### src/rtl/output_spi_pkg.sv
// Shared types and helpers for the output SPI frame scheduler.
// Covers the frame FSM states, the header magic nibble and the header byte format.
package output_spi_pkg;

    typedef enum logic [2:0] {
        S_IDLE,
        S_HDR,
        S_SEND,
        S_STALL,
        S_GAP
    } state_e;

    localparam logic [3:0] HDR_MAGIC = 4'hA;

    // Header byte: magic nibble, three reserved zero bits, then the source index.
    function automatic logic [7:0] hdr_byte(input logic src);
        return {HDR_MAGIC, 3'b000, src};
    endfunction

endpackage

### src/rtl/rr_arbiter2.sv
// Two-way round-robin pick, purely combinational.
// The scheduler registers the result.
module rr_arbiter2 (
    input  logic [1:0] req,
    input  logic       pri,
    output logic       gnt_idx,
    output logic       any
);

    always_comb begin
        any     = |req;
        gnt_idx = 1'b0;
        if (req[0] && req[1]) begin
            gnt_idx = pri;
        end else if (req[1]) begin
            gnt_idx = 1'b1;
        end
    end

endmodule

### src/rtl/output_spi_scheduler.sv
// Frame scheduler sharing one nibble-serial output link between two byte streams.
// Each frame is a header byte plus payload, and each byte is held for BYTE_CYCLES clocks.
module output_spi_scheduler
    import output_spi_pkg::*;
#(
    parameter int BYTE_CYCLES = 4,
    parameter int GAP_CYCLES  = 2,
    parameter int MAX_LEN     = 16
) (
    input  logic       clk,
    input  logic       rst,
    input  logic       valid0,
    input  logic [7:0] data0,
    input  logic       last0,
    input  logic       valid1,
    input  logic [7:0] data1,
    input  logic       last1,
    output logic       ready0,
    output logic       ready1,
    output logic       spi_en,
    output logic [7:0] spi_in,
    output logic       busy,
    output logic       grant,
    output logic       err_trunc
);

    localparam int SLOT_W = $clog2(BYTE_CYCLES);
    localparam int GAP_W  = (GAP_CYCLES > 1) ? $clog2(GAP_CYCLES) : 1;
    localparam logic [SLOT_W-1:0] SLOT_LAST = SLOT_W'(BYTE_CYCLES - 1);
    localparam logic [GAP_W-1:0]  GAP_LAST  = GAP_W'(GAP_CYCLES - 1);
    localparam logic [7:0]        LEN_MAX   = 8'(MAX_LEN);

    state_e            state_q, state_d;
    logic [SLOT_W-1:0] slot_q, slot_d;
    logic [GAP_W-1:0]  gap_q, gap_d;
    logic [7:0]        len_q, len_d;
    logic [7:0]        spi_in_q, spi_in_d;
    logic              grant_q, grant_d;
    logic              pri_q, pri_d;
    logic              last_q, last_d;

    logic       arb_gnt, arb_any;
    logic       valid_g, last_g;
    logic [7:0] data_g;
    logic [7:0] len_inc;
    logic       hit_max;
    logic       fetch;

    rr_arbiter2 u_arb (
        .req     ({valid1, valid0}),
        .pri     (pri_q),
        .gnt_idx (arb_gnt),
        .any     (arb_any)
    );

    assign valid_g = grant_q ? valid1 : valid0;
    assign data_g  = grant_q ? data1  : data0;
    assign last_g  = grant_q ? last1  : last0;
    assign len_inc = len_q + 8'd1;
    assign hit_max = (len_inc == LEN_MAX);

    always_ff @(posedge clk or posedge rst) begin
        if (rst) begin
            state_q  <= S_IDLE;
            slot_q   <= '0;
            gap_q    <= '0;
            len_q    <= 8'd0;
            spi_in_q <= 8'h00;
            grant_q  <= 1'b0;
            pri_q    <= 1'b0;
            last_q   <= 1'b0;
        end else begin
            state_q  <= state_d;
            slot_q   <= slot_d;
            gap_q    <= gap_d;
            len_q    <= len_d;
            spi_in_q <= spi_in_d;
            grant_q  <= grant_d;
            pri_q    <= pri_d;
            last_q   <= last_d;
        end
    end

    always_comb begin
        state_d  = state_q;
        slot_d   = slot_q;
        gap_d    = gap_q;
        len_d    = len_q;
        spi_in_d = spi_in_q;
        grant_d  = grant_q;
        pri_d    = pri_q;
        last_d   = last_q;
        unique case (state_q)
            S_IDLE: begin
                if (arb_any) begin
                    grant_d  = arb_gnt;
                    spi_in_d = hdr_byte(arb_gnt);
                    slot_d   = '0;
                    len_d    = 8'd0;
                    last_d   = 1'b0;
                    state_d  = S_HDR;
                end
            end
            S_HDR, S_SEND: begin
                if (slot_q != SLOT_LAST) begin
                    slot_d = slot_q + SLOT_W'(1);
                end else if (state_q == S_SEND && last_q) begin
                    // Frame done: hand priority to the other source.
                    slot_d  = '0;
                    gap_d   = '0;
                    pri_d   = ~grant_q;
                    state_d = S_GAP;
                end else if (valid_g) begin
                    spi_in_d = data_g;
                    len_d    = len_inc;
                    last_d   = last_g | hit_max;
                    slot_d   = '0;
                    state_d  = S_SEND;
                end else begin
                    slot_d  = '0;
                    state_d = S_STALL;
                end
            end
            S_STALL: begin
                if (valid_g) begin
                    spi_in_d = data_g;
                    len_d    = len_inc;
                    last_d   = last_g | hit_max;
                    slot_d   = '0;
                    state_d  = S_SEND;
                end
            end
            S_GAP: begin
                if (gap_q == GAP_LAST) begin
                    state_d = S_IDLE;
                end else begin
                    gap_d = gap_q + GAP_W'(1);
                end
            end
            default: state_d = S_IDLE;
        endcase
    end

    // Ready is a pure state decode so it never loops back through valid.
    always_comb begin
        fetch = ((state_q == S_HDR) && (slot_q == SLOT_LAST))
              || ((state_q == S_SEND) && (slot_q == SLOT_LAST) && !last_q)
              || (state_q == S_STALL);
        ready0    = fetch && !grant_q;
        ready1    = fetch && grant_q;
        spi_en    = (state_q == S_HDR) || (state_q == S_SEND);
        busy      = (state_q != S_IDLE);
        err_trunc = fetch && valid_g && hit_max && !last_g;
        spi_in    = spi_in_q;
        grant     = grant_q;
    end

endmodule
### config.mk
export PLATFORM = sky130hd
export DESIGN_NAME = output_spi_scheduler
export DESIGN_NICKNAME = d
export VERILOG_FILES = /design/src/rtl/output_spi_pkg.sv /design/src/rtl/rr_arbiter2.sv /design/src/rtl/output_spi_scheduler.sv
export SDC_FILE = /design/constraint.sdc
export NUM_CORES = 1
export LEC_CHECK = 0
export CORE_UTILIZATION = 49
export DETAILED_ROUTE_END_ITERATION = 8
export PLACE_DENSITY = 0.83
export SETUP_SLACK_MARGIN = 0.02
export SYNTH_ARGS = -nofsm -noshare
export SYNTH_HDL_FRONTEND = slang
export SYNTH_SLANG_ARGS = --single-unit
### constraint.sdc
create_clock -name clk -period 2.06 [get_ports clk]
set_clock_uncertainty 0.15 [all_clocks]
set_input_delay 0.309 -clock clk [delete_from_list [all_inputs] [get_ports clk]]
set_output_delay 0.309 -clock clk [all_outputs]
set_load 0.02 [all_outputs]
==> flow_summary.json, run 1 <==
{
  "rsz0062_at_grt": "yes",
  "critical-path-max-stage-delay_ns": 0.42,
  "fmax_ghz": 0.431,
  "synthArstFlopShare_pct": 100,
  "globalplace.congestion": 0.894,
  "fp.coreArea_um2": 2850,
  "path_buf_inv": 2,
  "routedWlPerCell_um": 17.3,
  "cp_data_required_time_ns": 1.60,
  "yosysSeqAreaShare_pct": 40.7,
  "ctsHoldBuffers": 0,
  "crit_path_end": "err_trunc",
  "ys_ff_latch": 25,
  "grt_use_total_pct": 27.6,
  "status": "finished with violations",
  "fin_total_pwr_mw": 3.40,
  "setup_ws_ns": -0.262,
  "dp_hpwl_mm": 3.17,
  "gr-usage-met1_pct": 32.8,
  "area_growth_pct": 49.6,
  "synth_nets": 180,
  "powerDensity_nw_per_um2": 1480,
  "crit_chain": "buf_4 > xnor2_1 > nand4_1 > a2bb2oi_2 > and4b_2 > buf_6",
  "tightestPinTransition_ns": 0.318,
  "reg2reg_slack_ns": -0.03,
  "drtIter0Drc": 88,
  "crit_type": "reg -> out",
  "ant_nets": 0,
  "first_pass_iters": 6,
  "endpoint_kind": "output pin",
  "cts_num_sinks": 25,
  "dr_total_vias": 1577,
  "min_period_ns": 2.32,
  "hold_class": "in -> async",
  "antenna_found_initial": 0,
  "cts_root_buffer": "clkbuf_4",
  "met2_usage_pct": 50.6,
  "p_leak_nw": 1.03,
  "rows": 19,
  "ys_warn_count": 0,
  "grt_pass1_wl_mm": 7.09,
  "cp_slowest_cell": "dfrtp_1",
  "setup_violations": 2,
  "drive_gt1_share_pct": 33.3,
  "final_nets": 254,
  "synthFlopType": "dfrtp_1",
  "maxSlewViolCount": 0,
  "gr-total-overflow": 0,
  "crit_cells": 6,
  "initial_core_util_pct": 53.9,
  "clk_latency_ns": 0.32,
  "die_h_um": 58.0,
  "reg2reg_to": "spi_in[0]",
  "cp_top_family": "simple AND/OR/NAND/NOR gates",
  "startpoint_type": "register",
  "drc_errors": 1,
  "routed_wirelength_mm": 4.49,
  "gr-usage-met3_pct": 4.02,
  "r2r_start": "state_q[1]",
  "fin_crit_sh_pct": 113,
  "cts_buffer_depth": 2,
  "postSynthAreaPerCell_um2": 9.92,
  "synthesis.area_um2": 1540,
  "rr_worst_depth": 7,
  "synth_edf_count": 0,
  "port_buffers": 35,
  "worstSetupStartpoint": "len_q[4]",
  "synthCells": 155,
  "holdWs_ns": 0.189,
  "slew_headroom_pct": 78.6,
  "die_x_um": 58.0,
  "clkTransAtPathRegs_ns": 0.14,
  "violations": "design-rule violations, negative setup slack",
  "crit_arrival_ns": 1.86,
  "grt_pass1_vias": 1612,
  "htree_levels": 1,
  "cts_tree": "yes",
  "busiest_layer": "met2",
  "via_per_inst": 6.09,
  "num_io_pins": 36,
  "cts_buffers": 3,
  "maxCapViolCount": 0,
  "ir_drop_mv": 0.705,
  "synth_cell_types": 45,
  "die-area_um2": 3370,
  "antennaDiodeCount": 0,
  "grt_start_max_net_pins": 26,
  "cp_max_fo": 7,
  "hold_viol": 0
}
## flip-flops by register name, indices dropped and copies added (netlist names)
| signal | cells |
|---|---|
| len_q | 8 |
| spi_in | 8 |
| state_q | 3 |
| slot_q | 2 |
| gap_q | 1 |
| grant | 1 |
| last_q | 1 |
| pri_q | 1 |
## logic make-up after synthesis
| group | Yosys count | synth area share, % |
|---|---|---|
| AOI/OAI and AO/OA | 42 | 19.6 |
| muxes | 13 | 8.63 |
| adders and majority gates | 3 | 2.44 |
| and+or+nand+nor | 51 | 19.9 |
| buffers and inverters | 18 | 5.78 |
| DFF | 25 | 40.7 |
| xor gates and xnor gates | 3 | 2.93 |
## metal layers
layer  up-vias  share of wire, %
li1        728                 -
met1       776                40
met2        59                52
met3        14               4.4
met4         0               3.4
met5         -                 0
## area by class of cell
cell class,instances,area [um^2]
well taps,31,38.8
clock buffers,4,26.3
multi-input cells,112,897
inverters,7,26.3
fillers,170,553
flip-flops and latches,25,627
repair buffers,80,684
## stage by stage
| stage | setup TNS [ns] | worst slack [ns] | util [%] | cells | area (um^2) |
|---|---|---|---|---|---|
| after global placement | -0.698 | -0.440 | 76.0 | 250 | 2170 |
| after global routing | -0.553 | -0.313 | 80.6 | 259 | 2300 |
| final | -0.293 | -0.262 | 80.6 | 259 | 2300 |
| after floorplan | 0 | 0.0242 | - | 155 | 1540 |
| after CTS | -0.252 | -0.252 | 77.6 | 255 | 2210 |
| after detailed placement | -0.837 | -0.477 | 76.0 | 250 | 2170 |
## worst min path at each step
stage	from	endpoint	slack [ns]	cells after the start
finish	rst	len_q[2]	0.19	3
global route	rst	spi_in[0]	0.23	3
CTS	rst	spi_in[0]	0.20	3
detailed placement	gap_q	state_q[2]	0.32	1
global placement	gap_q	state_q[2]	0.29	1
floorplan	rst	gap_q	0.19	1
## tightest hold or removal path, cell delays in order
cell	delay, ns
clkdlybuf4s50_1	0.40
inv_1	0.06
buf_4	0.31
## cell usage after synthesis (all sizes together) (2+ instances only)
master   number  area (um^2)
mux2i        11          110
nor2b         2         12.5
xnor2         3         45.1
ha            3         37.5
buf           5         40.0
a31oi         7         43.8
nor2         10         45.0
o21ai        11         58.8
nand4         6         37.5
mux2          2         22.5
clkbuf        6         22.5
nand2        10         37.5
and3          2         12.5
a2bb2oi       4         35.0
dfrtp        25          626
a22o          4         35.0
o2bb2ai       5         43.8
nand3b        2         15.0
inv           7         26.3
nand3         7         35.0
nand4b        2         17.5
and2          2         12.5
a21oi         2         10.0
o211ai        3         22.5
## report_power, final
group	total, mW	internal (mW)	switching (mW)	leakage (nW)
logic	2.35	1.15	1.20	0.699
registers	0.823	0.682	0.141	0.318
clock network	0.225	0.0757	0.149	0.0150
## placed cells by master (no fill, tap or decap), types with 2 or more instances in the layout
master and n:
buf_4 44, clkdlybuf4s50_1 29, dfrtp_1 24, mux2i_1 11, nand2_1 10, o21ai_0 8, nor2_1 8, inv_1 7
nand3_1 7, nand4_1 6, a31oi_1 6, o2bb2ai_1 5, a22o_1 4, buf_6 4, o21ai_2 3, a2bb2oi_1 3
o211ai_1 3, clkbuf_4 3, nand3b_1 2, a21oi_2 2, and3_1 2, nand4b_1 2, ha_2 2
## what timing repair did
item,4_1_cts,5_1_grt
endpoints found under the setup margin,6,15
pin swaps,6,8
setup buffers,1,4
cloned,0,0
gates resized for setup,28,17
Note: power is estimated with default switching activity, not from simulation.
==> inputs of run 2 (changes only) <==
CELL_PAD_IN_SITES_DETAIL_PLACEMENT = 1   (was not set)
CELL_PAD_IN_SITES_GLOBAL_PLACEMENT = 1   (was not set)
CORE_UTILIZATION = 38   (was 49)
HOLD_SLACK_MARGIN = 0.12   (was not set)
PLACE_DENSITY = 0.84   (was 0.83)
==> run 2 against run 1 <==
  * Routed wire length is 31% higher
  * Non-clock buffer count rose by 7
  * Cell count up 9.3%
  * Fmax down 0.58%
  * Worst hold slack better by 0.065 ns
  * Global-route usage decreased by 1.8 points
  * Total power rose by 4.6%
  * First-iteration DRC count decreased by 19%
  * Clock power grew 35%
  * The flow finishes with violations (negative setup slack)
==> flow_summary.json, run 2 (synthesis results as in run 1) <==
{
  "area_growth_pct": 55.9,
  "r2r_start": "len_q[1]",
  "cp_data_required_time_ns": 2.11,
  "rows": 22,
  "setup_ws_ns": -0.275,
  "cts_root_buffer": "clkbuf_8",
  "reg2reg_slack_ns": -0.28,
  "cts_buffer_depth": 2,
  "setup_violations": 2,
  "cts_buffers": 3,
  "fmax_ghz": 0.428,
  "tightestPinTransition_ns": 0.343,
  "placed_cell_area_um2": 2180,
  "cts_num_sinks": 25,
  "cp_max_fo": 2,
  "grt_start_max_net_pins": 26,
  "postLayoutCoreUtil_pct": 63.6,
  "final_area_um2": 2400,
  "cp_slowest_cell": "dfrtp_1",
  "die_h_um": 65.6,
  "routedWlPerCell_um": 20.8,
  "holdWs_ns": 0.254,
  "crit_type": "reg -> reg",
  "path_buf_inv": 7,
  "routed_wirelength_mm": 5.89,
  "violations": "negative setup slack",
  "clk_latency_ns": 0.27,
  "most-common-layout-cells": "buf_4, clkdlybuf4s50_1, dfrtp_1, mux2i_1, nand2_1",
  "fin_total_pwr_mw": 3.56,
  "hold_viol": 0,
  "drc_errors": 0,
  "die_x_um": 65.6,
  "critPathMostFrequentCell": "buf_4",
  "drive_gt1_share_pct": 34.0,
  "p_leak_nw": 1.07,
  "grt_use_total_pct": 25.8,
  "fp.coreArea_um2": 3770,
  "final_nets": 261,
  "dp_hpwl_mm": 3.80,
  "maxSlewViolCount": 0,
  "maxCapViolCount": 0,
  "endpoint_kind": "register",
  "drtIter0Drc": 71,
  "crit_cells": 12,
  "port_buffers": 35,
  "grt_pass1_vias": 1682,
  "cp_top_family": "buffers and inverters",
  "powerDensity_nw_per_um2": 1480,
  "status": "finished with violations",
  "min_period_ns": 2.34,
  "globalplace.congestion": 0.825,
  "pre_cts_ws_ns": -0.471,
  "ctsHoldBuffers": 0,
  "initial_core_util_pct": 40.8,
  "ant_nets": 0,
  "clkTransAtPathRegs_ns": 0.10,
  "slew_headroom_pct": 77.1,
  "startpoint_type": "register",
  "final_common_cell": "buf_4",
  "grt_pass1_wl_mm": 8.29,
  "cts_tree": "yes",
  "reg2reg_to": "last_q",
  "via_per_inst": 5.73,
  "antenna_found_initial": 0,
  "rsz0062_at_grt": "yes",
  "die-area_um2": 4310,
  "critical-path-max-stage-delay_ns": 0.41,
  "antennaDiodeCount": 0,
  "fin_crit_sh_pct": 113,
  "num_io_pins": 36,
  "first_pass_iters": 4,
  "dr_total_vias": 1623,
  "crit_chain": "ha_2 > or3b_4 > a31oi_4 > buf_4 > buf_4 > buf_4 > buf_4 > buf_4 > buf_4 > buf_4 > nand3_2 > o211ai_1",
  "ir_drop_mv": 0.710,
  "htree_levels": 1,
  "crit_arrival_ns": 2.38,
  "rr_worst_depth": 12,
  "gr-total-overflow": 0,
  "hold_class": "in -> async"
}
[run 2: per-layer routing]
| metal | global-route usage [%] | share of wire, % | up-vias | wire [um] |
|---|---|---|---|---|
| met1 | 30.7 | 39 | 814 | 2310 |
| met3 | 4.34 | 3.1 | 14 | 183 |
| met4 | 4.89 | 2.6 | 0 | 152 |
| met5 | 0 | 0 | - | 0 |
| met2 | 48.2 | 55 | 51 | 3250 |
| li1 | - | - | 744 | - |
[run 2: how the worst max path moves through the flow]
| stage | slack [ns] | to | start |
|---|---|---|---|
| final | -0.28 | last_q | len_q[1] |
| after global routing | -0.35 | last_q | len_q[1] |
| after CTS | -0.21 | err_trunc | len_q[1] |
| after detailed placement | -0.47 | err_trunc | len_q[1] |
| after global placement | -0.44 | err_trunc | len_q[0] |
| after floorplan | 0.02 | err_trunc | len_q[0] |
[run 2: per-stage QoR]
step                setup TNS [ns]  cells
floorplan                        0    155
global placement            -0.589    266
detailed placement          -0.894    266
CTS                         -0.411    277
global route                -0.640    283
finish                      -0.490    283
[run 2: final cells by class]
cell class	instances	area (um^2)
inverters	7	26.3
fillers	419	1370
flip-flops and latches	25	626
clock buffers	4	45.0
repair buffers	87	746
multi-input cells	112	895
well taps	48	60.1
[run 2: what timing repair did]
item                                    in CTS  in global routing
endpoints found under the hold margin        0                  0
gates resized for setup                     24                 14
setup buffers                                7                  6
endpoints found under the setup margin       5                  7
cloned                                       0                  0
pin swaps                                    5                  7
[run 2: worst min-delay path, delay by kind of cell]
family,cells,cell delay [ns]
buffers and inverters,3,0.78
[run 2: where the power goes]
group / leakage [nW] / internal, mW / total [mW] / switching, mW
logic: 0.731 / 1.15 / 2.41 / 1.26
registers: 0.319 / 0.684 / 0.841 / 0.158
clock network: 0.0228 / 0.139 / 0.303 / 0.164
==> inputs of run 3 (changes only) <==
CORE_ASPECT_RATIO = 0.8   (was not set)
==> run 3 against run 2 <==
  * Critical endpoint is now err_trunc
  * Register-to-register slack better by 0.35 ns
  * Core utilization down 1.7 points
  * Via count down 0.49%
  * Setup slack better by 0.061 ns
  * Clock power up 3%
  * Die area about the same
  * Cell count down 0.71%
  * Fmax up 2.7%
  * Cell area down 1.1%
  * Critical path depth down 7
  * The run still ends with negative setup slack left
==> flow_summary.json, run 3 (synthesis results as in run 1) <==
{
  "status": "finished with violations",
  "violations": "negative setup slack",
  "die_h_um": 58.9,
  "initial_core_util_pct": 40.2,
  "final-seq-area_um2": 626,
  "min_period_ns": 2.27,
  "via_per_inst": 5.75,
  "antenna_found_initial": 0,
  "grt_start_max_net_pins": 26,
  "reg2reg_to": "len_q[2]",
  "rows": 20,
  "maxSlewViolCount": 0,
  "crit_type": "reg -> out",
  "hold_class": "in -> async",
  "pre_cts_ws_ns": -0.495,
  "rsz0062_at_grt": "yes",
  "clk_latency_ns": 0.28,
  "crit_arrival_ns": 1.82,
  "critical-path-max-stage-delay_ns": 0.41,
  "dp_hpwl_mm": 3.69,
  "antennaDiodeCount": 0,
  "holdWs_ns": 0.237,
  "grt_use_total_pct": 27.1,
  "setup_violations": 1,
  "ir_drop_mv": 0.683,
  "cts_buffers": 3,
  "path_buf_inv": 1,
  "die_x_um": 73.1,
  "clkTransAtPathRegs_ns": 0.09,
  "crit_cells": 5,
  "cts_root_buffer": "clkbuf_8",
  "globalplace.congestion": 0.862,
  "cts_num_sinks": 25,
  "cp_data_required_time_ns": 1.60,
  "fp.coreArea_um2": 3830,
  "area_growth_pct": 54.1,
  "r2r_start": "state_q[1]",
  "routedWlPerCell_um": 20.3,
  "maxCapViolCount": 0,
  "n_fill_cell": 437,
  "port_buffers": 35,
  "die-area_um2": 4310,
  "worstSetupStartpoint": "len_q[0]",
  "routed_wirelength_mm": 5.71,
  "ant_nets": 0,
  "stdcell_count": 281,
  "place_inst": 272,
  "multi_input_area_um2": 931,
  "p_leak_nw": 1.03,
  "drtIter0Drc": 100,
  "final_nets": 252,
  "grt_pass1_vias": 1716,
  "cp_max_fo": 2,
  "slew_headroom_pct": 78.1,
  "drive_gt1_share_pct": 33.2,
  "rr_worst_depth": 8,
  "fin_total_pwr_mw": 3.65,
  "powerDensity_nw_per_um2": 1540,
  "final_common_cell": "buf_4",
  "hold_viol": 0,
  "drc_errors": 0,
  "gr-total-overflow": 0,
  "fin_crit_sh_pct": 110,
  "grt_pass1_wl_mm": 8.65,
  "reg2reg_slack_ns": 0.07,
  "setup_ws_ns": -0.214,
  "most-common-layout-cells": "buf_4, clkdlybuf4s50_1, dfrtp_1, mux2i_1, nand2_1",
  "cts_buffer_depth": 2,
  "crit_chain": "ha_2 > or3b_4 > a31oi_4 > and4b_2 > buf_6",
  "cp_slowest_cell": "dfrtp_1",
  "dr_total_vias": 1615,
  "first_pass_iters": 4,
  "tightestPinTransition_ns": 0.319,
  "num_io_pins": 36,
  "startpoint_type": "register",
  "crit_path_end": "err_trunc",
  "htree_levels": 1,
  "fmax_ghz": 0.440,
  "cts_tree": "yes",
  "postLayoutCoreUtil_pct": 61.9,
  "endpoint_kind": "output pin",
  "cp_top_family": "simple AND/OR/NAND/NOR gates"
}
## run 3: report_power, final
| group | internal [mW] | switching, mW |
|---|---|---|
| logic | 1.20 | 1.30 |
| registers | 0.683 | 0.152 |
| clock network | 0.139 | 0.172 |
| total | 2.03 | 1.62 |
## run 3: what timing repair did
action                     CTS  global route
hold buffers                 0             0
pin swaps                    6             8
gates cloned                 0             0
resized for setup           28            18
setup endpoints to repair    6            12
setup buffers                5             1
## run 3: worst min path at each step
stage	to	startpoint	cells after the start	slack [ns]
detailed placement	spi_in[4]	spi_in[4]	1	0.33
finish	gap_q	rst	3	0.24
global placement	state_q[2]	gap_q	1	0.30
floorplan	gap_q	rst	1	0.19
global route	gap_q	rst	3	0.31
CTS	spi_in[0]	rst	3	0.26
## run 3: worst reg2reg max path, delay by kind of cell (launching register included)
kind                   cells  cell delay, ns
AO/OA/AOI/OAI              3            0.33
buffers and inverters      4            0.63
flip-flops                 1            0.41
AND/OR/NAND/NOR            1            0.34
## run 3: through the flow
| stage | TNS (ns) | area (um^2) |
|---|---|---|
| after detailed placement | -1.06 | 2180 |
| after floorplan | 0 | 1540 |
| after CTS | -0.213 | 2300 |
| after global routing | -0.324 | 2370 |
| final | -0.214 | 2370 |
| after global placement | -0.687 | 2180 |
## run 3: area by class of cell
type / instances / share of cell area (%)
sequential: 25 / 26.4
clock buffer: 4 / 1.90
timing repair buffer: 78 / 28.4
inverter: 7 / 1.11
multi-input combinational: 112 / 39.3
tap: 55 / 2.90
## run 3: metal layers
metal | GRT usage [%] | share of wire [%]
met1 | 34.7 | 41
met2 | 47.5 | 50
met3 | 6.68 | 7.0
met4 | 4.20 | 1.5
met5 | 0 | 0
